File: src/rtl/valid_ready_credit_transmitter.sv
// Credit-based transmitter: accepts valid/ready upstream and sends one-cycle
// strobes downstream. Each strobe uses one receiver credit.
module valid_ready_credit_transmitter #(
    parameter int WIDTH   = 8,
    parameter int CREDITS = 4,
    localparam int CREDIT_WIDTH = $clog2(CREDITS + 1)
) (
    input  logic                    clock,
    input  logic                    reset,
    input  logic [WIDTH-1:0]        write_data,
    input  logic                    write_valid,
    output logic                    write_ready,
    output logic [WIDTH-1:0]        send_data,
    output logic                    send_valid,
    input  logic                    credit_return,
    output logic [CREDIT_WIDTH-1:0] credit_count,
    output logic                    credit_empty,
    output logic                    credit_full,
    output logic                    credit_overflow
);

    localparam logic [CREDIT_WIDTH-1:0] CREDIT_MAX = CREDIT_WIDTH'(CREDITS);
    localparam logic [CREDIT_WIDTH-1:0] CREDIT_ONE = CREDIT_WIDTH'(1);

    logic [CREDIT_WIDTH-1:0] credit_q, credit_d;
    logic [WIDTH-1:0]        send_data_q, send_data_d;
    logic                    send_valid_q, send_valid_d;
    logic                    overflow_q, overflow_d;
    logic                    transfer;

    // Ready depends only on the credit register, so a returned credit at zero
    // only opens the gate on the following cycle.
    assign write_ready = (credit_q != '0);
    assign transfer    = write_valid && write_ready;

    always_comb begin
        credit_d     = credit_q;
        overflow_d   = overflow_q;
        send_valid_d = transfer;
        send_data_d  = transfer ? write_data : send_data_q;
        if (transfer && !credit_return) begin
            credit_d = credit_q - CREDIT_ONE;
        end else if (credit_return && !transfer) begin
            if (credit_q == CREDIT_MAX) begin
                overflow_d = 1'b1;
            end else begin
                credit_d = credit_q + CREDIT_ONE;
            end
        end
    end

    always_ff @(posedge clock) begin
        if (reset) begin
            credit_q     <= CREDIT_MAX;
            send_data_q  <= '0;
            send_valid_q <= 1'b0;
            overflow_q   <= 1'b0;
        end else begin
            credit_q     <= credit_d;
            send_data_q  <= send_data_d;
            send_valid_q <= send_valid_d;
            overflow_q   <= overflow_d;
        end
    end

    assign send_data       = send_data_q;
    assign send_valid      = send_valid_q;
    assign credit_count    = credit_q;
    assign credit_empty    = (credit_q == '0);
    assign credit_full     = (credit_q == CREDIT_MAX);
    assign credit_overflow = overflow_q;

endmodule
File: config.mk
export PLATFORM = sky130hd
export DESIGN_NAME = valid_ready_credit_transmitter
export DESIGN_NICKNAME = d
export VERILOG_FILES = /design/src/rtl/valid_ready_credit_transmitter.sv
export SDC_FILE = /design/constraint.sdc
export NUM_CORES = 1
export LEC_CHECK = 0
export ABC_AREA = 0
export CAP_MARGIN = 20
export CORE_MARGIN = 1
export CORE_UTILIZATION = 38
export DETAILED_ROUTE_END_ITERATION = 6
export PLACE_DENSITY = 0.82
export SETUP_SLACK_MARGIN = 0.4
export SYNTH_ARGS = -nofsm -noshare
export SYNTH_HDL_FRONTEND = slang
export SYNTH_SLANG_ARGS = --single-unit
File: constraint.sdc
create_clock -name clock -period 2.4 [get_ports clock]
set_input_delay 0.48 -clock clock [delete_from_list [all_inputs] [get_ports clock]]
set_output_delay 0.48 -clock clock [all_outputs]
set_load 0.05 [all_outputs]
### Yosys cells after proc, flatten, opt, wreduce, memory -nomap -nowiden

Cells that the tools add are included.

| word-level totals | value |
|---|---|
| logic and storage cells | 22 |
| input port bits | 12 |
| output and inout bits | 16 |
| register bits | 13 |

| cells by class | value |
|---|---|
| bitwise logic cells | 1 |
| eq/ne operators | 2 |
| add/subtract/negate cells | 2 |
| muxes and demuxes | 3 |
| reductions and logical operators | 10 |

Operators by type and width:

| operator | count |
|---|---|
| 3-bit two-way mux | 3 |
| 3-bit by 1-bit adder with 3-bit output (second input constant) | 1 |
| 3-bit == test (second input constant) | 1 |
| 1-bit logical AND | 3 |
| 3-bit logical NOT | 1 |
| 3-bit AND reduction | 1 |
| 3-bit nonzero test | 1 |
| 3-bit by 1-bit subtractor with 3-bit output (second input constant) | 1 |
| 1-bit logical NOT | 2 |
| 2-bit by 1-bit != test with 1-bit output (second input constant) | 1 |
| 2-bit AND reduction | 1 |
| 2-bit nonzero test | 1 |
| 1-bit inverter | 1 |

### Longest topological paths before layout

| logic depth | value |
|---|---|
| depth in word-level cells | 6 |
| gate-level depth with buffers | 8 |
| depth with buffers taken out | 8 |

### Worst setup path before layout

No wires, ideal clock.

| timing | value |
|---|---|
| kind | register to register |
| from | register credit_q[0], in the netlist credit_count[0] |
| to | register credit_q[1], in the netlist credit_count[1] |
| path buffers | 0 |
| arrival time | 2246 ps |
| setup time | 71 ps |
| stages on the path, launching flop included | 8 |
| path slack | 84 ps |
| clock period less this slack | 2316 ps |
| path through | dfxtp_1 -> o31ai_4 -> inv_2 -> ha_1 -> inv_1 -> fa_1 -> or3_1 -> a21oi_1 |

| between the ends | value |
|---|---|
| word-level cells in the longest chain between the ends | 6 |

RTL lines:

| what | line | RTL |
|---|---|---|
| start: declaration | 25 | `logic [CREDIT_WIDTH-1:0] credit_q, credit_d;` |
| start signal: assignment | 59 | `credit_q <= credit_d;` |
| 3-bit nonzero test * | 33 | `assign write_ready = (credit_q != '0);` |
| 1-bit logical AND * | 34 | `assign transfer = write_valid && write_ready;` |
| net send_valid_d | 27 | `logic send_valid_q, send_valid_d;` |
| 1-bit logical NOT | 43 | `end else if (credit_return && !transfer) begin` |
| 1-bit logical AND | 43 |  |
| 2-bit nonzero test (no line) | -- |  |
| 2-bit AND reduction (no line) | -- |  |

The timed path passes the listed nets; every way through them passes the cells marked *. The select of a mux whose other input is x is not followed.
A chain may end at the register's enable or synchronous reset.

### Worst setup path in the final report

| timing | value |
|---|---|
| from | register credit_q[0], in the netlist credit_count[0] |
| to | output port credit_count[0] |

RTL lines:

| what | line | RTL |
|---|---|---|
| end: declaration | 16 | `output logic [CREDIT_WIDTH-1:0] credit_count,` |

No word-level cell between the ends.

==> run summary <==
CTS max path bufs -> 2
Layout fillers -> 132
Vias/cell -> 4.78
Average wire per standard cell -> 11.4 um
Relative slew margins -> 65.7%
Initial antenna violation count -> 0
Die Ht -> 41.2 um
Ports -> 28
Final hold slack -> 0.454 ns
Outcome -> finished, final reports clean
Final setup TNS -> 0 ns
Top-count cell post-synth -> nand2_1
Minimum clock period -> 1.97 ns
Slowest stage cell on the critical path -> clkdlybuf4s50_1
Synth unique cells -> 20
Post-DP Area -> 895 sq um
Clk pin slew, worst setup/hold paths -> 0.08 ns
Ys Warns -> 0
Worst Path Max Fanout -> 8
Vias -> 555
Largest net degree at the start of global routing -> 15
Hold buffers post-CTS -> 0
Final hold violation count -> 0
Synth top cells by count -> nand2_1, dfxtp_1, a21oi_1, inv_1, nor2_1
Share of cells above drive strength 1 -> 16.8%
TritonCTS Buffers -> 3
Power Total -> 621 uW
Root buffer cell -> clkbuf_4
Routed Antenna Nets -> 0
RSZ-0062 raised after global routing -> no
Mapped Area -> 584 sq um
Worst VDD drop -> 336 uV
Period utilization -> 81.9%
Clock latency on the worst-skew pair -> 0.27 ns
Worst path required time -> 1.92 ns
Post-synth top area cell -> dfxtp_1
Seq/Total Area, Yosys -> 44.5%
I/O Buffers -> 27
Post-synth top flop -> dfxtp_1
Post-Synthesis Cells -> 69
DIE AREA -> 0.00170 sq mm
Yosys reg bits -> 13
Total track usage -> 15.2%
Startpoint Class -> flip-flop
Clock Sinks -> 13
Post-Syn Area per Cell -> 8.47 sq um
H-tree levels -> 1
CP bufs+invs -> 1
Final WL -> 1320 um
Hold WC Path Type -> reg2reg
Area growth, synth to finish -> 58.0%
Fin area -> 923 sq um
Post-place setup slack -> 0.0271 ns
Final Setup Violations -> 0
Slew Limit Fails -> 0
Clk_skew -> 0.00452 ns
Total gr overflow -> 0
Crit-path leading delay family -> buffers and inverters
RD Place Congestion -> 0.739
Synth top area share -> 44.5%
Core area -> 0.00137 sq mm
Worst-Margin Slew -> 0.512 ns
Cell Pwr Density -> 673 mW/mm^2
Initial drt markers -> 4
Vias in the first global route -> 431
CTS tree -> yes
DRC -> 0
Syn nets -> 84
Slowest stage delay, CP -> 0.81 ns
Top cells by area, synth -> dfxtp_1, nand2_1, a21oi_1, ha_1, o31ai_4
Max_cap viols -> 0
FMAX -> 0.509 GHz
Leak -> 0.376 nW
Setup CP Type -> reg2out
Global-route wire length before repair -> 1720 um
Async set-reset flop share out of synthesis -> 0%
CP Capture Type -> primary output
CP Data Arrival Time -> 1.49 ns
Final worst slack -> 0.434 ns
Pre-antenna DRT Iters -> 4
Antenna cells -> 0
Die Wd -> 41.2 um
Detailed Place HPWL -> 946 um
Nets -> 117
Initial Utilization -> 42.8%
Post-synth EDFFs -> 0
Row count -> 13
Crit-path cells -> clkdlybuf4s50_1
-- what timing repair did --
item | CTS | global route
endpoints found under the setup margin | 4 | 3
resized for setup | 4 | 3
pin swaps | 0 | 4
setup buffers | 0 | 1
-- kinds of logic (layout without fill, tap and decap cells) --
logic type	after synthesis	count (layout)	share of synthesized area [%]
flip-flops	13	13	44.5
buffers and inverters	8	40	6.42
AND/OR/NAND/NOR	28	28	22.5
XOR/XNOR	1	1	1.50
adder cells (fa/ha/maj)	3	3	7.71
AO/OA/AOI/OAI	16	16	17.3
-- worst reg2reg max path: cells and delay by family (launching register included) --
family,cells,cell delay [ns]
buf+inv,2,0.14
compound gates,2,0.38
fa+ha+maj,2,0.56
flops,1,0.38
simple gates,1,0.36
-- registers in the layout, summed over array words and instances (netlist names) --
signal	cells
send_data	8
credit_count	3
credit_overflow	1
send_valid	1
-- worst paths after layout --
check	endpoint	start	depth (start not counted)	slack [ns]
worst max-delay path	credit_count[0]	credit_count[0]	1	0.43
worst min-delay path	send_data[3]	send_data[3]	2	0.45
worst max register to register	credit_count[1]	credit_count[0]	7	0.50
worst min register to register	send_data[3]	send_data[3]	2	0.45
-- layout make-up --
class,count,area (sq um),share of cell area [%]
multi-input cells,48,299,32.4
repair buffers,30,285,30.9
flip-flops and latches,13,272,29.4
clock buffers,4,26.3,2.85
inverters,6,22.5,2.44
well taps,15,18.8,2.03
-- layout by cell type (no fill, tap or decap), drive strengths merged --
master	synthesis	final
ha	2	2
clkbuf	1	5
dlygate4sd2	0	2
o21ai	1	1
inv	6	6
clkdlybuf4s50	0	22
o31ai	1	1
buf	1	4
nor2	3	3
dfxtp	13	13
nand2	19	19
xor2	1	1
nor3b	1	1
o21bai	1	1
a21oi	12	12
o21a	1	1
fa	1	1
nor4b	1	1
and3	1	1
or3	3	3
dlymetal6s2s	0	1
-- routing by layer --
layer / GRT usage, % / up-vias / share of wire (%)
met3: 2.17 / 2 / 2.9
met5: 0 / - / 0
met1: 20.3 / 254 / 47
li1: - / 288 / -
met2: 23.8 / 11 / 49
met4: 7.26 / 0 / 1.3
-- through the flow --
step,instances,utilization (%)
after floorplan,69,-
after global placement,111,65.5
after global routing,116,67.6
final,116,67.6
after CTS,115,67.1
after detailed placement,111,65.5
-- where the power goes --
group	total (mW)	switching [mW]	internal [mW]
Sequential	0.252	0.0177	0.234
Clock	0.136	0.0716	0.0643
Combinational	0.234	0.145	0.0886
Total	0.621	0.234	0.387
No activity file was read; power rests on OpenSTA's default activity.
